**src/rtl/gray_fifo_rd_ctrl_8.sv**
```systemverilog
// Read-side controller for the 8-entry async FIFO in the 25G PCS clock crossing.
// Synchronizes the write pointer (8-state gray code), derives empty/level, drives
// the RAM read port and returns the read pointer in the same code to the write side.
module gray_fifo_rd_ctrl_8 #(
  parameter int unsigned DW          = 66,
  parameter int unsigned SYNC_STAGES = 2  // 2 or 3
) (
  input  logic          clk,
  input  logic          reset_n,
  input  logic [4:0]    wptr_gray_async,
  input  logic          rd_req,
  input  logic [DW-1:0] mem_rdata,
  output logic          mem_rd_en,
  output logic [2:0]    mem_rd_addr,
  output logic [DW-1:0] dout,
  output logic          dout_valid,
  output logic [4:0]    rptr_gray,
  output logic          empty,
  output logic [2:0]    level,
  output logic          code_err
);

  // Code table: index 0..7 -> 00000 00001 00011 00010 00110 00111 00101 00100
  function automatic logic [4:0] gray_enc(input logic [2:0] idx);
    logic [4:0] code;
    case (idx)
      3'd0:    code = 5'b00000;
      3'd1:    code = 5'b00001;
      3'd2:    code = 5'b00011;
      3'd3:    code = 5'b00010;
      3'd4:    code = 5'b00110;
      3'd5:    code = 5'b00111;
      3'd6:    code = 5'b00101;
      default: code = 5'b00100;
    endcase
    return code;
  endfunction

  // Returns {legal, index}; index is don't-care when the code is not in the table.
  function automatic logic [3:0] gray_dec(input logic [4:0] code);
    logic [3:0] res;
    case (code)
      5'b00000: res = {1'b1, 3'd0};
      5'b00001: res = {1'b1, 3'd1};
      5'b00011: res = {1'b1, 3'd2};
      5'b00010: res = {1'b1, 3'd3};
      5'b00110: res = {1'b1, 3'd4};
      5'b00111: res = {1'b1, 3'd5};
      5'b00101: res = {1'b1, 3'd6};
      5'b00100: res = {1'b1, 3'd7};
      default:  res = {1'b0, 3'd0};
    endcase
    return res;
  endfunction

  logic [4:0] sync_q [SYNC_STAGES];
  logic [2:0] wbin_q;   // last legal decoded write index
  logic [2:0] rbin_q;
  logic [2:0] wbin;
  logic       w_legal;
  logic [2:0] w_idx;
  logic [2:0] rbin_inc;

  // Plain flop chain on the async pointer, no logic between stages.
  always_ff @(posedge clk) begin
    if (!reset_n) begin
      for (int unsigned i = 0; i < SYNC_STAGES; i++) sync_q[i] <= 5'b00000;
    end else begin
      sync_q[0] <= wptr_gray_async;
      for (int unsigned i = 1; i < SYNC_STAGES; i++) sync_q[i] <= sync_q[i-1];
    end
  end

  // Decode the synchronized pointer and derive occupancy and the pop strobe.
  always_comb begin
    {w_legal, w_idx} = gray_dec(sync_q[SYNC_STAGES-1]);
    // An illegal code must never move the write index; hold the last good one.
    wbin      = w_legal ? w_idx : wbin_q;
    level     = wbin - rbin_q;
    empty     = (level == 3'd0);
    mem_rd_en = rd_req & ~empty;
    rbin_inc  = rbin_q + 3'd1;
    dout      = mem_rdata;
  end

  // Read pointer, RAM address, data-valid and sticky error state.
  always_ff @(posedge clk) begin
    if (!reset_n) begin
      wbin_q      <= 3'd0;
      rbin_q      <= 3'd0;
      rptr_gray   <= 5'b00000;
      mem_rd_addr <= 3'd0;
      dout_valid  <= 1'b0;
      code_err    <= 1'b0;
    end else begin
      wbin_q     <= wbin;
      dout_valid <= mem_rd_en;
      if (!w_legal) code_err <= 1'b1;
      if (mem_rd_en) begin
        rbin_q      <= rbin_inc;
        rptr_gray   <= gray_enc(rbin_inc);
        mem_rd_addr <= rbin_inc;
      end
    end
  end

endmodule

```
**config.mk**
```make
export PLATFORM = sky130hd
export DESIGN_NAME = gray_fifo_rd_ctrl_8
export DESIGN_NICKNAME = d
export VERILOG_FILES = /design/src/rtl/gray_fifo_rd_ctrl_8.sv
export SDC_FILE = /design/constraint.sdc
export NUM_CORES = 1
export LEC_CHECK = 0
export ABC_AREA = 1
export BUFFER_PORTS_ARGS = -buffer_cell sky130_fd_sc_hd__buf_2
export CAP_MARGIN = 15
export CORE_MARGIN = 10
export CORE_UTILIZATION = 33
export DETAILED_ROUTE_END_ITERATION = 10
export GPL_ROUTABILITY_DRIVEN = 1
export GPL_TIMING_DRIVEN = 0
export PLACE_DENSITY = 0.76
export SLEW_MARGIN = 5
export SYNTH_ARGS = -nofsm -noshare
export SYNTH_HDL_FRONTEND = slang
export SYNTH_SLANG_ARGS = --single-unit
```
**constraint.sdc**
```tcl
create_clock -name clk -period 2.25 [get_ports clk]
set_clock_uncertainty 0.15 [all_clocks]
set_input_delay 0.3375 -clock clk [delete_from_list [all_inputs] [get_ports clk]]
set_output_delay 0.3375 -clock clk [all_outputs]
set_load 0.005 [all_outputs]
```
==> results of run 1 <==
-- power groups by stage --
stage	clock [µW]	combinational, µW	sequential [µW]
5_1_grt	265	974	475
4_1_cts	249	801	466
3_3_place_gp	0	667	472
2_1_floorplan	0	462	471
6_report	242	875	467
3_5_place_dp	0	685	476
-- cell usage in the layout, fill, tap and decap left out, types with 2 or more instances in the layout --
cell       n
buf_2     81
buf_4     76
nand2_1   32
inv_1     26
dfxtp_1   19
nand3_1    9
nand2_2    8
buf_6      8
nor2_2     7
ha_1       7
nor2_1     5
inv_2      4
clkbuf_8   3
o21ai_2    2
nor2_4     2
nand2_4    2
nand3_4    2
o21ai_0    2
a21oi_1    2
conb_1     2
-- kinds of logic after synthesis --
kind of cell               count (synthesis)  share of synthesized area, %
other                                      1                        0.2375
DFF                                       21                         26.62
adders and majority gates                  9                         7.607
xor gates and xnor gates                   2                         1.110
buffers and inverters                    101                         40.57
AOI/OAI and AO/OA                          7                         2.456
and+or+nand+nor                           67                         21.39
-- how the worst max path moves through the flow --
stage,startpoint,endpoint,slack (ns),depth (start not counted)
2_1_floorplan,sync_q[0][6],mem_rd_en,-0.09,14
3_3_place_gp,sync_q[0][6],mem_rd_en,-0.37,15
3_5_place_dp,sync_q[0][6],mem_rd_en,-0.44,15
4_1_cts,sync_q[0][7],empty,-0.60,15
5_1_grt,sync_q[0][6],empty,-0.73,15
6_report,sync_q[0][7],empty,-0.54,15
-- worst reg2reg max path, cell delays in order (launching register included) --
cell	delay, ns
dfxtp_4	0.35
xnor2_2	0.15
xor2_1	0.16
nand2_1	0.08
o21ai_2	0.08
ha_2	0.20
inv_2	0.03
fa_2	0.35
inv_2	0.08
nand2_1	0.05
nand2_1	0.09
nand2_2	0.08
nand3_4	0.12
buf_4	0.13
buf_6	0.08
buf_6	0.10
nand3_1	0.06
nand2_1	0.09
nor2_2	0.04
-- flip-flops by register name (all words and copies together), names as in the netlist --
register    count
code_err        1
dout_valid      1
rbin_q          3
rptr_gray       3
sync_q         10
wbin_q          3
-- cell type report --
| type | count | area share, % |
|---|---|---|
| multi-input combinational | 87 | 24.54 |
| timing repair buffer | 96 | 23.93 |
| buffer | 70 | 22.79 |
| sequential | 21 | 18.58 |
| inverter | 31 | 5.191 |
| tap | 54 | 2.951 |
| clock buffer | 3 | 1.803 |
| clock inverter | 1 | 0.2186 |
-- per-layer routing --
| layer | up-vias | track usage [%] | part of all wire (%) |
|---|---|---|---|
| met5 | - | 0 | 0 |
| met4 | 0 | 3.035 | 0.82 |
| met3 | 2 | 6.655 | 14 |
| met2 | 73 | 17.56 | 54 |
| met1 | 612 | 8.347 | 31 |
| li1 | 744 | - | - |
-- per-stage QoR --
| stage | area (µm²) | instances | setup TNS (ns) | total power [µW] | util (%) |
|---|---|---|---|---|---|
| final | 2290 | 363 | -3.324 | 1583 | 48.80 |
| after global routing | 2290 | 363 | -5.527 | 1715 | 48.80 |
| after global placement | 2092 | 348 | -1.246 | 1139 | 44.59 |
| after detailed placement | 2092 | 348 | -1.962 | 1160 | 44.59 |
| after floorplan | 1599 | 209 | -0.09011 | 933.3 | - |
| after CTS | 2228 | 360 | -3.407 | 1516 | 47.49 |
-- timing repair --
item | in CTS | in global routing
setup endpoints to repair | 11 | 12
pin swaps | 4 | 7
gates resized for setup | 9 | 11
setup buffers | 8 | 4
==> reports/results.ini, run 1 <==
[status]
status=finished, violations left
violations=negative setup slack

[critical_path]
crit_path_top_delay_cell=dfxtp_4
cp.arrival_ns=2.30
r2r-start=sync_q[0][7]
crit_type=flip-flop to primary output
critical_path.top_delay_family=adder cells
r2r-end=rbin_q[0]
r2r_setup_slack_ns=-0.31
start_kind=flip-flop
required_ns=1.76
crit_fanout=3
cp_cell_sequence=xnor2_2 -> xor2_1 -> nand2_1 -> o21ai_2 -> ha_2 -> inv_2 -> fa_2 -> inv_2 -> nand2_1 -> nand2_1 -> nand2_2 -> nand3_4 -> buf_6 -> inv_2 -> buf_6
end_kind=primary output
critPathMaxStageDelay_ns=0.35
r2r_cells=18
crit_buf_inv=5

[synth]
ys_seq_area_share_pct=26.62
async_reset_ff_share_pct=0
synth-edff-count=0
yosys_most_used_dff=dfxtp_1
ys_warn_count=0
synth.avg_cell_area_um2=7.591
yosys-top-cells-area=buf_4 (33%), dfxtp_1 (27%), nand2_1 (8.6%)
synth_area_leader_cell=buf_4
synth_commonest_cells=buf_4 (69), nand2_1 (36), inv_1 (29)
yosysMostFrequentCell=buf_4
synth-seq-cells=21
ys_types=23
netlist.area_leader.share_pct=32.81
synth_cells=208
syn-cell-area_um2=1579

[run]
maxCapViolations=0

[detailed_routing]
wl_per_cell_um=12.09
drt_iter0_markers=45
wirelength_um=4390
viasPerCell=3.942
drc_errors=0
ant_nets=0
vias=1431
drt_first_pass_iters=4

[global_route]
grt_use_total_pct=9.699
grt_max_degree=13
grt_pass1_wl_um=6196
antenna_found_initial=0
grt.overflow.total=0
grt_pass1_vias=1486

[floorplanning]
ios=155
start_util_pct=33.65
rows=25
die_w_um=89.17
die-area_um2=7951
core_area_um2=4692
fp.dieH_um=89.17

[placement]
pre_cts_ws_ns=-0.4413
io_buffers=85
hpwl_um=3866
gp_congestion=0.7721

[cts]
cts_num_sinks=21
clkTransAtPathRegs_ns=0.07
cts.path.max_buffers=2
cts_hold_buf=0
insertion_delay_ns=0.25
cts_tree=built
h-tree-depth=1
tritoncts.num_buffers=3
root_buffer=clkbuf_8

[hold_path]
hold_path.class=input pin to flip-flop
whs_path_depth=3
min_to=sync_q[0][0]
hp-start=wptr_gray_async[0]

[timing]
rsz0062_at_grt=true
fin_crit_ns=2.791
fin_crit_sh_pct=124.0
clock.fmax_mhz=358.3
hold_slack_ns=0.1075
maxSlewViolCount=0
finalSetupViolCount=11
finalHoldViolCount=0
timing.final.ws_setup_ns=-0.5406

[pwr]
ir_drop_mv=0.3410
combPwrFrac_pct=55.2
seqPwrFrac_pct=29.5
p_sw_share_pct=36.17
switching_power_uw=572.7
p_per_area_nw_per_um2=691.5
intPower_uw=1011
power_frac_clock_pct=15.3
p_leak_uw=0.001381

[cells_and_area]
drive_above_1_share_pct=65.70
nNetsFinal=393
multi_input_area_um2=561.8
n_antenna_cell=0
num-fill-cells=474
syn_to_final_growth_pct=45.01
regArea_um2=425.4

Power figures use the tool's default switching activity.
==> run 2: changes to the inputs <==
--- a/config.mk
+++ b/config.mk
@@ -13,7 +13,9 @@
 export DETAILED_ROUTE_END_ITERATION = 10
 export GPL_ROUTABILITY_DRIVEN = 1
 export GPL_TIMING_DRIVEN = 0
+export MAX_ROUTING_LAYER = met4
 export PLACE_DENSITY = 0.76
+export SETUP_SLACK_MARGIN = 0.15
 export SLEW_MARGIN = 5
 export SYNTH_ARGS = -nofsm -noshare
 export SYNTH_HDL_FRONTEND = slang
==> reports/results.ini, run 2 (synthesis gave the netlist of run 1 again) <==
[cts]
cts_tree=built
cts.path.max_buffers=2
root_buffer=clkbuf_8
insertion_delay_ns=0.25
clkTransAtPathRegs_ns=0.07
cts_num_sinks=21
h-tree-depth=1
tritoncts.num_buffers=3

[pwr]
p_leak_uw=0.001387
intPower_uw=989.2
p_sw_share_pct=36.52
p_per_area_nw_per_um2=675.4
ir_drop_mv=0.2924
power_uw=1558
combPwrFrac_pct=54.2
switching_power_uw=569.2
power_frac_clock_pct=15.3
seqPwrFrac_pct=30.4

[cells_and_area]
layout_common_cells=buf_2 (83), buf_4 (76), nand2_1 (34)
largest_reg_flops=10
top_register=sync_q
num-fill-cells=436
n_antenna_cell=0
nNetsFinal=393
final_area_um2=2307
final_common_cell=buf_2
drive_above_1_share_pct=64.72
syn_to_final_growth_pct=46.12
finalCoreUtilization_pct=49.17

[global_route]
grt_pass1_wl_um=6341
grt.overflow.total=0
antenna_found_initial=0
grt_max_degree=13
grt_use_total_pct=10.33
grt_pass1_vias=1504

[hold_path]
whs_path_depth=3
min_to=sync_q[0][3]
hold_path.class=input pin to flip-flop
hp-start=wptr_gray_async[3]

[floorplanning]
die-area_um2=7951
core_area_um2=4692
start_util_pct=33.65
ios=155
fp.dieH_um=89.17
die_w_um=89.17
rows=25

[critical_path]
crit_type=flip-flop to primary output
required_ns=1.76
cp.arrival_ns=2.26
crit_fanout=3
start_kind=flip-flop
end_kind=primary output
r2r-start=sync_q[0][6]
r2r_setup_slack_ns=-0.47
r2r-end=rbin_q[0]
r2r_cells=17

[detailed_routing]
drc_errors=0
wl_per_cell_um=12.02
wirelength_um=4363
drt_first_pass_iters=4
vias=1444
viasPerCell=3.978
ant_nets=0
drt_iter0_markers=80

[timing]
finalSetupViolCount=11
clock.fmax_mhz=363.5
setup_tns_ns=-3.521
rsz0062_at_grt=true
finalHoldViolCount=0
fin_crit_ns=2.751
maxSlewViolCount=0
timing.final.ws_setup_ns=-0.5012
fin_crit_sh_pct=122.3

[status]
violations=negative setup slack
status=finished, violations left

[placement]
io_buffers=85
place_area_um2=2093
gp_congestion=0.8204
hpwl_um=3805

[run]
maxCapViolations=0

[run 2: cell counts in the layout (fill, tap and decap cells not counted)]
No cell type changed its count.
[run 2: layout make-up]
| type | instances | area (µm²) | share of cell area, % |
|---|---|---|---|
| multi-input combinational | 87 | 589.3 | 25.54 |
| timing repair buffer | 96 | 535.5 | 23.21 |
| buffer | 70 | 521.8 | 22.61 |
| sequential | 21 | 427.9 | 18.55 |
| inverter | 31 | 118.9 | 5.152 |
| tap | 54 | 67.56 | 2.928 |
| clock buffer | 3 | 41.29 | 1.790 |
| clock inverter | 1 | 5.005 | 0.2169 |
[run 2: metrics by stage]
| step | hold WS (ns) | setup WS [ns] | instances |
|---|---|---|---|
| 3_5_place_dp | 0.2499 | -0.3793 | 348 |
| 4_1_cts | 0.1047 | -0.5745 | 360 |
| 2_1_floorplan | 0.2405 | -0.08930 | 209 |
| 5_1_grt | 0.1176 | -0.6581 | 363 |
| 6_report | 0.1101 | -0.5012 | 363 |
| 3_3_place_gp | 0.2445 | -0.3686 | 348 |
[run 2: what timing repair did]
item	in CTS	in global routing
pin swaps	7	11
gates resized for setup	7	13
buffers inserted	8	3
hold buffers	0	0
setup endpoints to repair	12	12
[run 2: power groups by stage]
stage | Clock (µW) | Combinational [µW] | Sequential [µW]
6_report | 239 | 845 | 474
3_5_place_dp | 0 | 677 | 475
3_3_place_gp | 0 | 664 | 473
4_1_cts | 246 | 754 | 469
5_1_grt | 257 | 956 | 481
2_1_floorplan | 0 | 462 | 471
[run 2: metal layers]
metal	track usage, %	wire (µm)	vias to the layer above
li1	-	-	748
met1	10.41	1460	614
met2	18.35	2455	80
met3	3.737	405	2
met4	3.035	41	0
met5	-	0	-
[run 2: worst max-delay path by stage]
stage,start,to,slack [ns]
after detailed placement,sync_q[0][6],mem_rd_en,-0.38
after global routing,sync_q[0][6],mem_rd_en,-0.66
after floorplan,sync_q[0][7],mem_rd_en,-0.09
after CTS,sync_q[0][7],mem_rd_en,-0.57
final,sync_q[0][6],mem_rd_en,-0.50
after global placement,sync_q[0][6],mem_rd_en,-0.37
[run 2: worst max-delay path, stage by stage (launching register included)]
cell and delay (ns):
dfxtp_4 0.36, xnor2_4 0.16, xor2_1 0.17, nand2_1 0.08
o21ai_2 0.11, ha_4 0.16, inv_2 0.03, fa_2 0.36
inv_2 0.07, nand2_1 0.06, nand2_2 0.07, nand3_4 0.07
nand3_4 0.09, nand2_4 0.06, inv_4 0.05, buf_6 0.08
